**config.mk**
```make
export PLATFORM = sky130hd
export DESIGN_NAME = jesd204b_tx_data_path_flat
export DESIGN_NICKNAME = d
export VERILOG_FILES = /design/src/rtl/jesd204b_tx_data_path_if.sv /design/src/rtl/jesd204b_tx_data_path.sv /design/src/flat_wrapper.sv
export SDC_FILE = /design/constraint.sdc
export NUM_CORES = 1
export LEC_CHECK = 0
export BUFFER_PORTS_ARGS = -buffer_cell sky130_fd_sc_hd__buf_2
export CAP_MARGIN = 20
export CORE_ASPECT_RATIO = 1.1
export CORE_UTILIZATION = 53
export DETAILED_ROUTE_END_ITERATION = 10
export GPL_TIMING_DRIVEN = 0
export PLACE_DENSITY = 0.79
export RECOVER_POWER = 25
export SLEW_MARGIN = 20
export SYNTH_ARGS = -nofsm -noshare
export SYNTH_HDL_FRONTEND = slang
export SYNTH_SLANG_ARGS = --single-unit
```
**constraint.sdc**
```tcl
create_clock -name clk_i -period 9.01 [get_ports clk_i]
set_input_delay 1.802 -clock clk_i [delete_from_list [all_inputs] [get_ports clk_i]]
set_output_delay 1.802 -clock clk_i [all_outputs]
set_load 0.01 [all_outputs]
```
**src/rtl/jesd204b_tx_data_path_if.sv**
```systemverilog
// User-side sample stream into the JESD204B TX data path: word, valid, ready.
interface jesd204b_tx_data_path_if #(
  parameter int unsigned DATA_WIDTH = 32
) ();
  logic [DATA_WIDTH-1:0] data_i;
  logic                  data_valid_i;
  logic                  data_ready_o;

  modport master (output data_i, output data_valid_i, input data_ready_o);
  modport slave  (input data_i, input data_valid_i, output data_ready_o);
endinterface

```
**src/rtl/jesd204b_tx_data_path.sv**
```systemverilog
// JESD204B TX link layer: CGS while SYNC~ low, LMFC-aligned ILAS, then user data.
// Optional payload scrambler (1+x^14+x^15) enabled by defining JESD_TX_SCRAMBLE_EN.
module jesd204b_tx_data_path #(
  parameter int unsigned PARALLEL_OCTETS  = 4,
  parameter int unsigned DATA_WIDTH       = 32,
  parameter int unsigned OCTETS_PER_MF    = 128,
  parameter int unsigned ILAS_MULTIFRAMES = 4
) (
  input  logic                       clk_i,
  input  logic                       rst_ni,
  input  logic                       sync_ni,
  input  logic [111:0]               cfg_i,
  jesd204b_tx_data_path_if.slave     s_if,
  output logic [DATA_WIDTH-1:0]      gtx_data_o,
  output logic [PARALLEL_OCTETS-1:0] gtx_charisk_o,
  output logic                       lmfc_o,
  output logic [1:0]                 state_o,
  output logic                       underflow_o
);

  localparam int unsigned WPM   = OCTETS_PER_MF / PARALLEL_OCTETS;
  localparam int unsigned CNT_W = (WPM > 1) ? $clog2(WPM) : 1;
  localparam int unsigned MF_W  = $clog2(ILAS_MULTIFRAMES);
  localparam int unsigned WK_W  = PARALLEL_OCTETS + DATA_WIDTH;
  localparam logic [DATA_WIDTH-1:0]      K_WORD = {PARALLEL_OCTETS{8'hBC}};
  localparam logic [PARALLEL_OCTETS-1:0] K_ALL  = {PARALLEL_OCTETS{1'b1}};

  typedef enum logic [1:0] {
    ST_CGS  = 2'd0,
    ST_ILAS = 2'd1,
    ST_DATA = 2'd2
  } state_t;

  // ILAS word for word slot widx; returns {charisk, data}
  function automatic logic [WK_W-1:0] ilas_word(input logic mf_is_1,
                                                input logic [CNT_W-1:0] widx,
                                                input logic [111:0] cfg);
    logic [DATA_WIDTH-1:0]      d;
    logic [PARALLEL_OCTETS-1:0] k;
    int unsigned                j;
    d = '0;
    k = '0;
    for (int unsigned p = 0; p < PARALLEL_OCTETS; p++) begin
      j = 32'(widx) * PARALLEL_OCTETS + p;
      d[8*p +: 8] = 8'(j);
      if (j == 0) begin
        d[8*p +: 8] = 8'h1C;
        k[p]        = 1'b1;
      end else if (j == OCTETS_PER_MF - 1) begin
        d[8*p +: 8] = 8'h7C;
        k[p]        = 1'b1;
      end else if (mf_is_1 && j == 1) begin
        d[8*p +: 8] = 8'h9C;
        k[p]        = 1'b1;
      end else if (mf_is_1 && j >= 2 && j <= 15) begin
        d[8*p +: 8] = cfg[8*(j-2) +: 8];
      end
    end
    return {k, d};
  endfunction

`ifdef JESD_TX_SCRAMBLE_EN
  // Serial scrambler over a word, octet 0 first, MSB first; returns {state, data}
  function automatic logic [15+DATA_WIDTH-1:0] scramble(input logic [14:0] s_in,
                                                        input logic [DATA_WIDTH-1:0] d);
    logic [14:0]           s;
    logic [DATA_WIDTH-1:0] o;
    logic                  b;
    s = s_in;
    o = '0;
    for (int p = 0; p < int'(PARALLEL_OCTETS); p++) begin
      for (int i = 7; i >= 0; i--) begin
        b          = d[8*p+i] ^ s[13] ^ s[14];
        o[8*p+i]   = b;
        s          = {s[13:0], b};
      end
    end
    return {s, o};
  endfunction
`endif

  state_t                     r_state;
  logic [CNT_W-1:0]           r_cnt;
  logic [MF_W-1:0]            r_mf;
  logic [111:0]               r_cfg;
  logic [DATA_WIDTH-1:0]      r_data;
  logic [PARALLEL_OCTETS-1:0] r_k;
  logic                       r_lmfc;
  logic                       r_ready;
  logic                       r_uf;
`ifdef JESD_TX_SCRAMBLE_EN
  logic [14:0]                r_scr;
  logic [14:0]                w_scr_nxt;
`endif

  logic [CNT_W-1:0]           w_cnt_nxt;
  logic [MF_W-1:0]            w_mf_nxt;
  logic                       w_ilas_last;
  logic [DATA_WIDTH-1:0]      w_ilas_data;
  logic [PARALLEL_OCTETS-1:0] w_ilas_k;
  logic                       w_accept;
  logic [DATA_WIDTH-1:0]      w_payload;
  logic [DATA_WIDTH-1:0]      w_tx;

  // Next LMFC position and ILAS word; content always targets the next slot
  always_comb begin
    w_cnt_nxt   = (r_cnt == CNT_W'(WPM - 1)) ? '0 : r_cnt + CNT_W'(1);
    w_mf_nxt    = (w_cnt_nxt == '0) ? r_mf + MF_W'(1) : r_mf;
    w_ilas_last = (w_mf_nxt == MF_W'(ILAS_MULTIFRAMES - 1)) &&
                  (w_cnt_nxt == CNT_W'(WPM - 1));
    {w_ilas_k, w_ilas_data} = ilas_word((r_state == ST_ILAS) && (w_mf_nxt == MF_W'(1)),
                                        w_cnt_nxt, r_cfg);
    w_accept  = r_ready & s_if.data_valid_i;
    w_payload = w_accept ? s_if.data_i : '0;
`ifdef JESD_TX_SCRAMBLE_EN
    {w_scr_nxt, w_tx} = scramble(r_scr, w_payload);
`else
    w_tx = w_payload;
`endif
  end

  always_ff @(posedge clk_i or negedge rst_ni) begin
    if (!rst_ni) begin
      r_state <= ST_CGS;
      r_cnt   <= '0;
      r_mf    <= '0;
      r_cfg   <= '0;
      r_data  <= K_WORD;
      r_k     <= K_ALL;
      r_lmfc  <= 1'b0;
      r_ready <= 1'b0;
      r_uf    <= 1'b0;
`ifdef JESD_TX_SCRAMBLE_EN
      r_scr   <= 15'h7FFF;
`endif
    end else begin
      r_cnt  <= w_cnt_nxt;
      r_lmfc <= (w_cnt_nxt == '0);
      case (r_state)
        ST_CGS: begin
          r_ready <= 1'b0;
          if (sync_ni && w_cnt_nxt == '0) begin
            r_state <= ST_ILAS;
            r_mf    <= '0;
            r_cfg   <= cfg_i;
            r_data  <= w_ilas_data;
            r_k     <= w_ilas_k;
          end else begin
            r_data <= K_WORD;
            r_k    <= K_ALL;
          end
        end
        ST_ILAS: begin
          if (!sync_ni) begin
            r_state <= ST_CGS;
            r_data  <= K_WORD;
            r_k     <= K_ALL;
            r_ready <= 1'b0;
            r_uf    <= 1'b0;
          end else begin
            r_mf   <= w_mf_nxt;
            r_data <= w_ilas_data;
            r_k    <= w_ilas_k;
            // Ready is raised alongside the final /A/ so data starts on the LMFC
            if (w_ilas_last) begin
              r_state <= ST_DATA;
              r_ready <= 1'b1;
`ifdef JESD_TX_SCRAMBLE_EN
              r_scr   <= 15'h7FFF;
`endif
            end
          end
        end
        ST_DATA: begin
          if (!sync_ni) begin
            r_state <= ST_CGS;
            r_data  <= K_WORD;
            r_k     <= K_ALL;
            r_ready <= 1'b0;
            r_uf    <= 1'b0;
          end else begin
            r_data <= w_tx;
            r_k    <= '0;
            if (!w_accept) r_uf <= 1'b1;
`ifdef JESD_TX_SCRAMBLE_EN
            r_scr  <= w_scr_nxt;
`endif
          end
        end
        default: begin
          r_state <= ST_CGS;
          r_data  <= K_WORD;
          r_k     <= K_ALL;
          r_ready <= 1'b0;
          r_uf    <= 1'b0;
        end
      endcase
    end
  end

  assign gtx_data_o        = r_data;
  assign gtx_charisk_o     = r_k;
  assign lmfc_o            = r_lmfc;
  assign state_o           = r_state;
  assign underflow_o       = r_uf;
  assign s_if.data_ready_o = r_ready;

endmodule

```
**src/flat_wrapper.sv**
```systemverilog
// flat-port wrapper written by rule: the top's interface ports become plain ports
module jesd204b_tx_data_path_flat 
#(
  parameter int unsigned PARALLEL_OCTETS  = 4,
  parameter int unsigned DATA_WIDTH       = 32,
  parameter int unsigned OCTETS_PER_MF    = 128,
  parameter int unsigned ILAS_MULTIFRAMES = 4
)
  (clk_i, rst_ni, sync_ni, cfg_i, gtx_data_o, gtx_charisk_o, lmfc_o, state_o, underflow_o, s_if_data_i, s_if_data_valid_i, s_if_data_ready_o);
  jesd204b_tx_data_path_if #(.DATA_WIDTH(DATA_WIDTH)) s_if_i ();
  input  logic clk_i;
  input  logic rst_ni;
  input  logic sync_ni;
  input  logic [111:0] cfg_i;
  output logic [DATA_WIDTH-1:0] gtx_data_o;
  output logic [PARALLEL_OCTETS-1:0] gtx_charisk_o;
  output logic lmfc_o;
  output logic [1:0] state_o;
  output logic underflow_o;
  input wire logic [$bits(s_if_i.data_i)-1:0] s_if_data_i;
  input wire logic [$bits(s_if_i.data_valid_i)-1:0] s_if_data_valid_i;
  output wire logic [$bits(s_if_i.data_ready_o)-1:0] s_if_data_ready_o;
  assign s_if_i.data_i = s_if_data_i;
  assign s_if_i.data_valid_i = s_if_data_valid_i;
  assign s_if_data_ready_o = s_if_i.data_ready_o;
  jesd204b_tx_data_path #(.PARALLEL_OCTETS(PARALLEL_OCTETS), .DATA_WIDTH(DATA_WIDTH), .OCTETS_PER_MF(OCTETS_PER_MF), .ILAS_MULTIFRAMES(ILAS_MULTIFRAMES)) u_core (.clk_i(clk_i), .rst_ni(rst_ni), .sync_ni(sync_ni), .cfg_i(cfg_i), .s_if(s_if_i), .gtx_data_o(gtx_data_o), .gtx_charisk_o(gtx_charisk_o), .lmfc_o(lmfc_o), .state_o(state_o), .underflow_o(underflow_o));
endmodule
```
Word level (Yosys, flattened, before mapping)
Index checks and enable logic that the tools add are counted.
Widths: inputs -> output; s select.
{"block": "totals", "regBits": 160, "input_bits": 148, "out_inout_bits": 41, "word_cells": 126}
{"block": "op_classes", "addsub": 9, "order_cmp": 8, "eq_ne": 18, "n_shift": 4, "n_mux": 50, "n_bitwise": 2, "n_reduce_logical": 26}
{"cell": "$shiftx 112x33->8", "n": 4}
{"cell": "$logic_not 32->1", "n": 4}
{"cell": "$mux 32", "n": 4}
{"cell": "$mux 8", "n": 14}
{"cell": "$eq 32x1->1 const B", "n": 3}
{"cell": "$eq 32x7->1 const B", "n": 3}
{"cell": "$ge 32x2->1 const B", "n": 3}
{"cell": "$le 32x4->1 const B", "n": 3}
{"cell": "$pmux 32 s3", "n": 1}
{"cell": "$sub 29x2->29 const B", "n": 3}
{"cell": "$add 7x2->8 const B", "n": 2}
{"cell": "$mux 1", "n": 15}
{"cell": "$logic_and 1x1->1", "n": 14}
{"cell": "$mux 2", "n": 7}
{"cell": "$mux 4", "n": 3}
{"cell": "$pmux 4 s3", "n": 1}
{"cell": "$eq 5x5->1 const B", "n": 2}
{"cell": "$reduce_and 3->1", "n": 3}
{"cell": "$add 7x1->8 const B", "n": 1}
{"cell": "$sub 7x2->8 const B", "n": 1}
{"cell": "$ge 7x2->1 const B", "n": 1}
{"cell": "$le 7x4->1 const B", "n": 1}
{"cell": "$ne 2x2->1 const B", "n": 3}
{"cell": "$pmux 2 s3", "n": 1}
{"cell": "17 further kinds", "n": 20}

Logic depth before layout (Yosys ltp)
{"block": "logic_depth", "depth_word": 14, "depth_mapped": 17}

Worst setup path before layout
No wires, ideal clock.
{"block": "synth_timing", "path_type": "reg2reg", "start": "register u_core.r_cnt[0]", "end": "register u_core.r_data[10] (netlist: u_core.gtx_data_o[10])", "arrival_ns": 3.383, "required_time_ns": 8.921, "slack_ns": 5.538, "path_stages_with_launch": 16, "period_less_slack_ns": 3.472, "path_cell_list": "dfrtp_1 > ha_1 > and3_4 > ha_1 > buf_2 > or2_2 > buf_2 > clkbuf_1 > ha_1 > buf_2 > xnor2_1 > or4_4 > nand2b_1 > buf_2 > a221oi_2 > o21ai_0"}
{"block": "synth_via", "elab_chain_cells": 14, "word_cells_on_any_way": 26}
{"item": "from (decl)", "line": "jesd204b_tx_data_path.sv:83", "source": "logic [CNT_W-1:0] r_cnt;"}
{"item": "from (signal assigned)", "line": "jesd204b_tx_data_path.sv:137", "source": "r_cnt <= w_cnt_nxt;"}
{"item": "$add 5x1->5 / $eq 5x5->1 (equally long branches)", "line": "jesd204b_tx_data_path.sv:107", "source": "w_cnt_nxt = (r_cnt == CNT_W'(WPM - 1)) ? '0 : r_cnt + CNT_W'(1);"}
{"item": "$mux 5 (*)", "line": "jesd204b_tx_data_path.sv:107"}
{"item": "parallel branches: the longest is 11 deep, another holds $sub 29x2->29"}
{"item": "$pmux 32 s3 (*)", "line": "jesd204b_tx_data_path.sv:139", "source": "case (r_state)"}
{"item": "to (signal assigned)", "line": "jesd204b_tx_data_path.sv:146", "source": "r_data <= w_ilas_data;"}
{"item": "to (signal assigned)", "line": "jesd204b_tx_data_path.sv:162", "source": "r_data <= w_ilas_data;"}
{"item": "to (signal assigned)", "line": "jesd204b_tx_data_path.sv:182", "source": "r_data <= w_tx;"}
{"item": "to (decl)", "line": "jesd204b_tx_data_path.sv:86", "source": "logic [DATA_WIDTH-1:0] r_data;"}
Mark *: on every way between the ends.
A chain may end at the register's enable or synchronous reset.

==> summary.txt <==
Post-Syn Nets: 780
DRC violations left: 0
Final wirelength: 21.93 mm
Post-synth top area cell: dfrtp_1
Multi-input gate area: 0.003298 mm^2
Clk Latency, worst-skew pair: 0.42 ns
CP peak stage delay: 2.74 ns
Grt total ovfl: 0
Yosys cell types: 60
Register share of total power: 0.480
Post-Route Setup TNS: 0 ns
Initial core utilization: 0.5466
Post-DP Area: 0.008815 mm^2
Routability cong.: 0.9319
Die area: 0.01483 mm^2
DR WL met2: 10.56 mm
Final Cell Area: 0.009389 mm^2
Pleak: 4.710 nW
TritonRoute pass-1 iters: 5
1st-iter DRT viols: 429
Initial antenna violation count: 2
Final Instance Count excl. Fillers: 1037
Post-synth top cells: dfrtp_1, nand2_1, mux2_2
TritonCTS clock tree: yes
Post-synth EDFFs: 0
Clock-pin slew on the worst setup and hold paths: 0.06 ns
H-tree levels: 4
Worst-case reg-to-reg path depth: 17
Final Max Slew Viols: 74
Dpl cells: 1004
Dominant cells by area after synthesis: dfrtp_1, mux2_4, mux2_2, dfstp_2, nand2_1
GRT Util Overall: 0.3124
Slowest-stage cell, CP: clkbuf_1
Internal: 1.242 mW
Switching Share: 0.2172
PwrDens: 168.9 mW/mm^2
CP delay by family, top: buffers and inverters
# hold bufs at CTS: 0
Critical path buffers and inverters: 1
CP max FO: 74
Clk buf depth: 2
Gate power share: 0.062
IO Pins: 189
Worst min-delay path class: reg -> reg
Sequential cell area: 0.004034 mm^2
DP Worst Slack: 4.695 ns
Clock sinks: 160
P&R area growth vs syn: 23.52%
CTS root buf: clkbuf_16
Final setup fails: 0
Hold Path Stages: 1
DR top layer: met4
Fmax: 0.2011 GHz
Post-layout minimum cycle time: 4.973 ns
PortBufs: 188
Slew @ Worst Pin: 3.953 ns
DP HPWL: 15.67 mm
Failing checks: capacitance limit, slew limit
Cell count after synthesis: 627
Via-per-instance ratio: 5.802
Layout cells sized above 1: 0.4711
Largest net degree at the start of global routing: 88
Rows: 45
Synth Register Bits: 160
Startpoint Class: input pin
Seq/Total Area, Yosys: 0.5307
Critical path type: in -> async
Average size of a mapped cell: 12.12 um^2
Yosys top cell area share: 0.4477
Core Footprint: 0.01391 mm^2
M1 wire length: 8.802 mm
Status: finished with violations
Nets@finish: 988
Die height: 127.6 um
Post-synth ARST share: 1.000
Max_cap viols: 1
Final worst slack: 4.037 ns
Vias in the first global route: 6318
WP depth: 1
Fillers: 1049
Worst vdd ir: 0.1274 mV
Worst Path Required: 8.62 ns
Via Count: 6017
Cts repair resizes: 0
Wire per inst: 21.15 um
Fin crit share: 0.5519
RSZ-0062 raised after global routing: no
Clk pwr share: 0.459
Post-route ant nets: 0
Most common cell in the synthesized netlist: dfrtp_1
Routed met3 length: 1.506 mm
Inserted Clock Buffers: 17
P_sw: 344.5 uW
Relative slew margins: -1.635
Post-CTS Setup Bufs: 0
CP Cell Sequence: clkbuf_1
Mapped Area: 0.007601 mm^2
Crit end category: asynchronous set/reset pin
First-pass GRT wire length: 33.88 mm
Hold Fails Final Rpt: 0
Crit path DAT: 4.59 ns
Setup Skew: 0.008351 ns
Top_reg_cell synth: dfrtp_1
Chip width: 116.2 um
Hold_ws: 0.5028 ns
Yosys warning total: 0
-- sequential cells by signal, indices dropped and copies added, names as in the netlist --
signal / flops
u_core.r_cnt: 5
u_core.lmfc_o: 1
u_core.gtx_charisk_o: 4
u_core.gtx_data_o: 32
u_core.r_mf: 2
u_core.r_cfg: 112
u_core.underflow_o: 1
u_core.s_if.data_ready_o: 1
u_core.state_o: 2
-- metrics by stage --
step	power [mW]	util
6_report	1.586	0.6751
5_1_grt	1.634	0.6751
4_1_cts	1.588	0.6761
3_5_place_dp	0.8695	0.6338
3_3_place_gp	0.8619	0.6311
2_1_floorplan	0.8076	-
-- power by group through the flow --
stage,clock network [mW],logic (mW),registers (mW)
final,0.728,0.0977,0.761
after floorplan,0,0.0412,0.766
after detailed placement,0,0.0979,0.772
after global placement,0,0.0920,0.770
after global routing,0.765,0.107,0.762
after CTS,0.729,0.0990,0.760
-- area by class of cell --
cell class                 instances  area share
clock inverter                    10     0.01466
tap                              188     0.02505
timing repair buffer             189      0.1029
buffer                            38     0.02412
multi-input combinational        420      0.3513
sequential                       160      0.4296
inverter                           9    0.003865
antenna                            2   0.0005330
clock buffer                      21     0.04797
-- cell usage in the layout, fill, tap and decap left out, types with 4 or more instances in the layout --
master,Yosys,final
clkbuf_16,0,17
a31oi_1,12,12
mux2_4,58,58
clkbuf_1,12,18
a21oi_1,19,19
mux2i_1,13,13
clkinvlp_4,0,5
buf_4,4,4
nand2_1,93,93
dfstp_2,24,24
nor3_1,5,5
ha_1,5,5
and3_1,4,5
nor2_1,20,20
a211oi_1,5,5
a32oi_1,5,5
nor2b_1,6,6
a32o_1,6,6
mux2_2,64,63
buf_6,7,7
inv_1,5,5
o21ai_0,35,35
dfrtp_1,136,136
nand3_1,20,20
buf_2,14,199
-- routing by layer --
metal | vias up | GRT usage
met5 | - | 0
met4 | 0 | 0.1704
met3 | 84 | 0.06641
met2 | 334 | 0.4923
met1 | 2953 | 0.4018
li1 | 2646 | -
-- logic make-up after synthesis --
family,count (synthesis),share of synthesized area
xor+xnor,3,0.003457
compound gates,107,0.09218
flops,160,0.5307
mux,136,0.2280
buf+inv,47,0.03473
fa+ha+maj,6,0.009547
simple gates,168,0.1014
-- worst paths after layout --
| path | from | endpoint | slack (ns) |
|---|---|---|---|
| max in group clk_i | u_core.r_cnt[0] | u_core.gtx_data_o[12] | 4.35 |
| hold / removal | u_core.r_cfg[22] | u_core.r_cfg[22] | 0.50 |
| min in group asynchronous | rst_ni | u_core.r_cfg[22] | 2.75 |
| setup reg to reg | u_core.r_cnt[0] | u_core.gtx_data_o[12] | 4.35 |
| hold reg to reg | u_core.r_cfg[22] | u_core.r_cfg[22] | 0.50 |
| setup / recovery | rst_ni | u_core.r_cfg[73] | 4.04 |
Note: power is estimated with default switching activity, not from simulation.
